[src/rtl/cussen_pkg.sv]
// cussen_pkg: shared sizes and FSM state encoding for the cussen expander
package cussen_pkg;
  localparam int N = 9;
  localparam int W = 8;
  localparam int PW = 4;
  typedef enum logic [1:0] {IDLE, EXPAND, DONE} state_t;
endpackage

[src/rtl/cussen_lookup.sv]
// cussen_lookup: table lookup with range check against the count clamped to N
module cussen_lookup #(
  parameter int N = cussen_pkg::N,
  parameter int W = cussen_pkg::W,
  parameter int PW = cussen_pkg::PW
) (
  input  logic [W-1:0]  tbl [N],
  input  logic [PW-1:0] ptr,
  input  logic [PW-1:0] cnt,
  output logic [W-1:0]  val,
  output logic          err
);
  logic [PW-1:0] eff;
  always_comb begin
    eff = cnt > PW'(N) ? PW'(N) : cnt;
    err = ptr >= eff;
    val = err ? '0 : tbl[ptr];
  end
endmodule

[src/rtl/cussen_expand.sv]
// cussen_expand: rebuilds an N-element vector from a unique table and pointers, one element per cycle
module cussen_expand
  import cussen_pkg::*;
#(
  parameter int N = cussen_pkg::N,
  parameter int W = cussen_pkg::W,
  parameter int PW = cussen_pkg::PW
) (
  input  logic          clk,
  input  logic          rst_n,
  input  logic          in_valid,
  output logic          in_ready,
  input  logic [PW-1:0] unique_count,
  input  logic [W-1:0]  uniq1, uniq2, uniq3, uniq4, uniq5, uniq6, uniq7, uniq8, uniq9,
  input  logic [PW-1:0] ptr1, ptr2, ptr3, ptr4, ptr5, ptr6, ptr7, ptr8, ptr9,
  output logic [W-1:0]  out1, out2, out3, out4, out5, out6, out7, out8, out9,
  output logic          out_valid,
  input  logic          out_ready,
  output logic [N-1:0]  err_mask
);
  state_t state, nxt;
  logic [PW-1:0] k, cnt_q;
  logic [W-1:0] uin [N];
  logic [PW-1:0] pin [N];
  logic [W-1:0] uq [N];
  logic [PW-1:0] pq [N];
  logic [W-1:0] oq [N];
  logic [N-1:0] err_q;
  logic [W-1:0] val;
  logic bad, acc;
  assign uin = '{uniq1, uniq2, uniq3, uniq4, uniq5, uniq6, uniq7, uniq8, uniq9};
  assign pin = '{ptr1, ptr2, ptr3, ptr4, ptr5, ptr6, ptr7, ptr8, ptr9};
  assign {out1, out2, out3, out4, out5, out6, out7, out8, out9} =
    {oq[0], oq[1], oq[2], oq[3], oq[4], oq[5], oq[6], oq[7], oq[8]};
  assign in_ready = state == IDLE;
  assign out_valid = state == DONE;
  assign err_mask = err_q;
  assign acc = in_valid && in_ready;
  cussen_lookup #(.N(N), .W(W), .PW(PW)) u_lookup (
    .tbl(uq), .ptr(pq[k]), .cnt(cnt_q), .val(val), .err(bad)
  );
  always_comb begin
    nxt = IDLE;
    if (state == IDLE) nxt = in_valid ? EXPAND : IDLE;
    else if (state == EXPAND) nxt = k == PW'(N - 1) ? DONE : EXPAND;
    else if (state == DONE) nxt = out_ready ? IDLE : DONE;
  end
  always_ff @(posedge clk) begin
    if (!rst_n) state <= IDLE;
    else state <= nxt;
  end
  // inputs are snapshotted on acceptance; the walk only ever reads the snapshot
  always_ff @(posedge clk) begin
    if (!rst_n) begin
      k <= '0;
      cnt_q <= '0;
      err_q <= '0;
      oq <= '{default: '0};
    end else if (acc) begin
      uq <= uin;
      pq <= pin;
      cnt_q <= unique_count;
      k <= '0;
    end else if (state == EXPAND) begin
      oq[k] <= val;
      err_q[k] <= bad;
      k <= k + 1'b1;
    end
  end
endmodule

[config.mk]
export PLATFORM = sky130hd
export DESIGN_NAME = cussen_expand
export DESIGN_NICKNAME = d
export VERILOG_FILES = /design/src/rtl/cussen_pkg.sv /design/src/rtl/cussen_lookup.sv /design/src/rtl/cussen_expand.sv
export SDC_FILE = /design/constraint.sdc
export NUM_CORES = 1
export LEC_CHECK = 0
export CELL_PAD_IN_SITES_DETAIL_PLACEMENT = 0
export CELL_PAD_IN_SITES_GLOBAL_PLACEMENT = 1
export CORE_UTILIZATION = 46
export DETAILED_ROUTE_END_ITERATION = 8
export DONT_BUFFER_PORTS = 1
export GPL_TIMING_DRIVEN = 0
export HOLD_SLACK_MARGIN = 0.03
export PLACE_DENSITY = 0.74
export SYNTH_ARGS = -nofsm -noshare
export SYNTH_HDL_FRONTEND = slang
export SYNTH_HIERARCHICAL = 1
export SYNTH_SLANG_ARGS = --single-unit
[constraint.sdc]
create_clock -name clk -period 5 [get_ports clk]
set_input_delay 1.5 -clock clk [delete_from_list [all_inputs] [get_ports clk]]
set_output_delay 1.5 -clock clk [all_outputs]
set_load 0.01 [all_outputs]
### Yosys cells after proc, flatten, opt, wreduce, memory -nomap -nowiden

Cells that the tools add are included.

* input port bits: 116
* output and inout port bits: 83
* register bits after elaboration: 199

* bitwise logic cells: 4
* multiplexer cells: 20
* equality and inequality tests: 3
* magnitude comparators: 7
* add/subtract/negate cells: 1
* reduce and logical (&&, ||, !) cells: 7

Operator list (count)
* 72-bit bitwise mux: 1
* 8-bit binary-select mux with 4-bit select: 1
* 8-bit demux with 4-bit select: 1
* 8-bit 2-to-1 mux: 4
* 4-bit binary-select mux with 4-bit select: 1
* 4-bit 2-to-1 mux: 3
* 5-bit greater-or-equal comparator (second input constant): 2
* 2-bit 2-to-1 mux: 5
* 4-bit inverter with 5-bit output: 2
* 9-bit bitwise mux: 1
* 4-bit by 5-bit less-than comparator with 1-bit output (second input constant): 1
* 5-bit by 1-bit less-than comparator with 1-bit output (second input constant): 1
* 4-bit by 1-bit adder with 4-bit output (second input constant): 1
* 1-bit demux with 4-bit select: 1
* 4-bit == test (second input constant): 1
* 4-bit by 1-bit greater-or-equal comparator with 1-bit output (second input constant): 1
* 4-bit greater-or-equal comparator: 1
* 4-bit greater-than comparator (second input constant): 1
* 2-bit AND reduction: 2
* 1-bit logical AND: 3
* 2-bit by 1-bit == test with 1-bit output (second input constant): 1
* 2-bit == test (second input constant): 1
* 2-bit zero test: 1
* 1-bit 2-to-1 mux: 2
* 2 further kinds: 3

### Depth between registers and ports, before layout

* word-level depth: 10
* mapped depth: 15
* mapped depth without buffers: 12

### By module

The synthesis kept the hierarchy.

By module, submodules not included
* cussen_expand: cells an instance 494, instances 1, area each 7309.5 sq um, sequential area each 5064.9 sq um
* cussen_lookup: cells an instance 71, instances 1, area each 705.7 sq um, sequential area each 0.0 sq um

### Worst setup path after synthesis

No wires, ideal clock.

* kind: input to register
* start point: input rst_n
* end point: register pq[0] (netlist bit), enable pin
* cell stages on the path: 2
* arrival time: 4341 ps
* path slack: 178 ps
* library setup time: 480 ps
* buffers on the path: 1
* path through: clkbuf_1 > and3_1

* longest elaborated chain between the ends: 1

RTL lines
* start, declared: line cussen_expand.sv:10 `input logic rst_n,`
* 2-bit AND reduction (no source line)
* end signal, assigned: line cussen_expand.sv:61 `pq <= pin;`
* end, declared: line cussen_expand.sv:26 `logic [PW-1:0] pq [N];`

Every way passes these cells.
A chain may end at the register's enable or synchronous reset.

### Worst setup path in the final report

* start point: register k[0]
* end point: register oq (netlist bit out5[2])

* longest elaborated chain between the ends: 10

RTL lines
* start, declared: line cussen_expand.sv:22 `logic [PW-1:0] k, cnt_q;`
* start signal, assigned: line cussen_expand.sv:67 `k <= k + 1'b1;`
* 4-bit inverter with 5-bit output (not written as such) (*): line cussen_expand.sv:40 `.tbl(uq), .ptr(pq[k]), .cnt(cnt_q), .val(val), .err(bad)`
* 4-bit binary-select mux with 4-bit select (*): line cussen_expand.sv:40
* 4-bit 2-to-1 mux (not written as such) (*) (2 in a row): line cussen_expand.sv:40
* 4-bit inverter with 5-bit output (not written as such): line cussen_lookup.sv:17 `val = err ? '0 : tbl[ptr];`
* 8-bit binary-select mux with 4-bit select: line cussen_lookup.sv:17
* 8-bit 2-to-1 mux (not written as such) (2 in a row): line cussen_lookup.sv:17
* 8-bit 2-to-1 mux (*): line cussen_lookup.sv:17
* via val[2]: line cussen_expand.sv:29 `logic [W-1:0] val;`
* 72-bit bitwise mux (*): line cussen_expand.sv:65 `oq[k] <= val;`
* end signal, assigned by index: line cussen_expand.sv:65
* end, declared: line cussen_expand.sv:27 `logic [W-1:0] oq [N];`

The timed path passes the listed nets; every way through them passes the cells marked *. The select of a mux whose other input is x is not followed.

==> impl_metrics.json <==
{
  "grt_first_pass_wirelength_mm": 24.71,
  "clockBufferDepth": 2,
  "min_path_cells": 2,
  "cts_root_buffer": "clkbuf_16",
  "ys_warn_count": 6,
  "ys.flop_type": "edfxtp_1",
  "crit_end": "out5[2]",
  "path_clk_slew_ps": 70,
  "worstPathRequired_ps": 5360,
  "crit_path_start_kind": "flip-flop",
  "synth-async-reset-ratio_pct": 0,
  "seq_area_frac_synth_pct": 63.19,
  "gp_congestion": 0.7697,
  "clock_skew_ps": 10.30,
  "end_kind": "flip-flop",
  "area_growth_pct": 11.13,
  "syn_inst": 565,
  "drtIter0Drc": 210,
  "setup_viol": 0,
  "fin_ws_ps": 400.2,
  "cts_setup_buffers": 0,
  "synth.cells.most_frequent": "108 x edfxtp_1, 93 x mux2i_1, 91 x dfxtp_1, 89 x nor2b_1, 39 x nand2_1",
  "r2r-end": "out5[2]",
  "first_pass_iters": 4,
  "crit_fanout": 10,
  "rsz0062_at_grt": "false",
  "dieArea_um2": 17960,
  "path_class": "flip-flop to flip-flop",
  "numCtsBuffers": 17,
  "drc": 0,
  "multi_input_area_um2": 2710,
  "layout.nets": 709,
  "fin_crit_ps": 4600,
  "tightest_slew_ps": 589.0,
  "cts_tree": "done",
  "overflow": 0,
  "r2r_cells": 14,
  "fill_cells": 1456,
  "cap_violations": 0,
  "pre_cts_ws_ps": 380.9,
  "io_buffers": 0,
  "slew_viol_final": 0,
  "crit_start": "k[0]",
  "power_density_nw_per_um2": 388.3,
  "fmax_ghz": 0.2174,
  "synth-seq-cells": 199,
  "ant_nets": 0,
  "tns_ps": 0,
  "dieHeight_um": 134,
  "synth_top_area_share_pct": 40.46,
  "syn_avg_cell_area_um2": 14.19,
  "regArea_um2": 5065,
  "min_period_over_period_pct": 92.00,
  "insertion_delay_ps": 430,
  "leakage_nw": 2.941,
  "synth.largest_area_cell": "edfxtp_1",
  "initial_core_util_pct": 47.66,
  "io_pins": 199,
  "slew_headroom_pct": 60.59,
  "ff2ff_setup_slack_ps": 400,
  "antenna_found_initial": 0,
  "cp.arrival_ps": 4960,
  "design_area_um2": 8907,
  "irDropWorstVdd_mv": 0.2656,
  "synth_edf_count": 108,
  "grt_max_degree": 79,
  "fp.dieW_um": 134,
  "synth_area_leaders": "edfxtp_1 40%, dfxtp_1 23%, mux2i_1 12%",
  "dpl-instance-area_um2": 8323,
  "synth.distinct_cells": 42,
  "dr_total_vias": 4372,
  "hold_violations": 0,
  "dp_hpwl_mm": 11.84,
  "placementRows": 47,
  "synth.most_common_cell": "edfxtp_1",
  "syn-num-nets": 689,
  "grt_pass1_vias": 4328,
  "place_inst": 786,
  "postCtsResizedCells": 0,
  "wirelength_mm": 16.38,
  "drt-wirelength-per-cell_um": 20.03,
  "ctsHoldBuffers": 0,
  "core_um2": 16820,
  "track_usage_pct": 18.59,
  "reg2reg_from": "k[0]",
  "viasPerCell": 5.345,
  "syn-cell-area_um2": 8015,
  "final_cells": 818,
  "htreeDepth": 4,
  "min-delay-path-class": "flip-flop to flip-flop",
  "status": "complete, no violations",
  "cts_sinks": 199,
  "layout-drive-gt1-share_pct": 14.05,
  "antenna_cells": 0
}
-- flip-flops by register name, summed over array words and instances (netlist names) --
name / count
uq: 72
out1: 8
out9: 8
out2: 8
out6: 8
k: 4
out5: 8
pq: 36
out3: 8
out8: 8
err_mask: 9
out7: 8
out4: 8
state: 2
cnt_q: 4
-- cells by family (layout without fill, tap and decap cells) --
logic type / after synthesis / after routing / synth area share, %
muxes: 109 / 109 / 16.11
and+or+nand+nor: 162 / 162 / 12.04
DFF: 199 / 199 / 63.19
AOI/OAI and AO/OA: 44 / 44 / 4.309
buffers and inverters: 43 / 76 / 3.106
adders and majority gates: 8 / 8 / 1.249
-- area by class of cell --
type | count | area share [%]
flip-flops and latches | 199 | 56.86
multi-input cells | 323 | 30.43
clock buffers | 19 | 4.860
well taps | 220 | 3.090
plain buffers | 39 | 2.627
clock inverters | 13 | 1.658
repair buffers | 1 | 0.3090
inverters | 4 | 0.1686
-- layer usage --
layer | share of wire, % | GRT usage (%)
met5 | 0 | 0
met4 | 1.5 | 7.008
met3 | 8.7 | 6.311
met1 | 42 | 22.83
met2 | 48 | 30.28
-- worst max-delay path, stage by stage (launching register included) --
cell       delay [ps]
dfxtp_1           500
buf_2             320
a211oi_1          140
a211oi_1          390
o22a_1            220
clkbuf_1          350
clkinv_1          400
ha_1              390
nand2b_4          130
a2111o_1          470
a2111oi_4         550
a22o_1            230
buf_4             200
mux2i_1           100
nor2b_1           120
-- where the power goes --
part	leakage [nW]	total [mW]	switching, mW	internal, mW
clock	0.285	1.35	0.604	0.747
sequential	1.73	1.80	0.0197	1.78
combinational	0.923	0.313	0.181	0.132
total	2.94	3.46	0.805	2.65
-- layout by cell type, fill, tap and decap left out, drive strengths merged, types with 2 or more instances in the layout --
cell / n
o22a: 4
nor2b: 90
nor2: 7
nor3b: 2
o22ai: 4
o21ai: 8
or2: 2
and3: 8
clkbuf: 33
ha: 8
a21oi: 2
edfxtp: 108
bufinv: 2
nand2b: 3
a22o: 8
clkinv: 9
nand3: 6
mux4: 16
mux2i: 93
dfxtp: 91
a21boi: 5
buf: 26
a211oi: 8
nand2: 39
inv: 6
-- worst min path at each step --
stage,slack (ps),to,startpoint
2_1_floorplan,440,cnt_q[0],cnt_q[0]
3_3_place_gp,470,cnt_q[0],cnt_q[0]
3_5_place_dp,470,cnt_q[0],cnt_q[0]
4_1_cts,490,cnt_q[0],cnt_q[0]
5_1_grt,530,cnt_q[0],cnt_q[0]
6_report,490,cnt_q[0],cnt_q[0]
-- stage by stage --
step	power, mW	util (%)	hold slack, ps
after floorplan	2.067	-	438.3
after global placement	2.146	49.29	465.1
after detailed placement	2.149	49.49	474.3
after CTS	3.494	52.94	493.8
after global routing	3.581	52.96	525.1
final	3.459	52.96	489.7
Power figures use the tool's default switching activity.
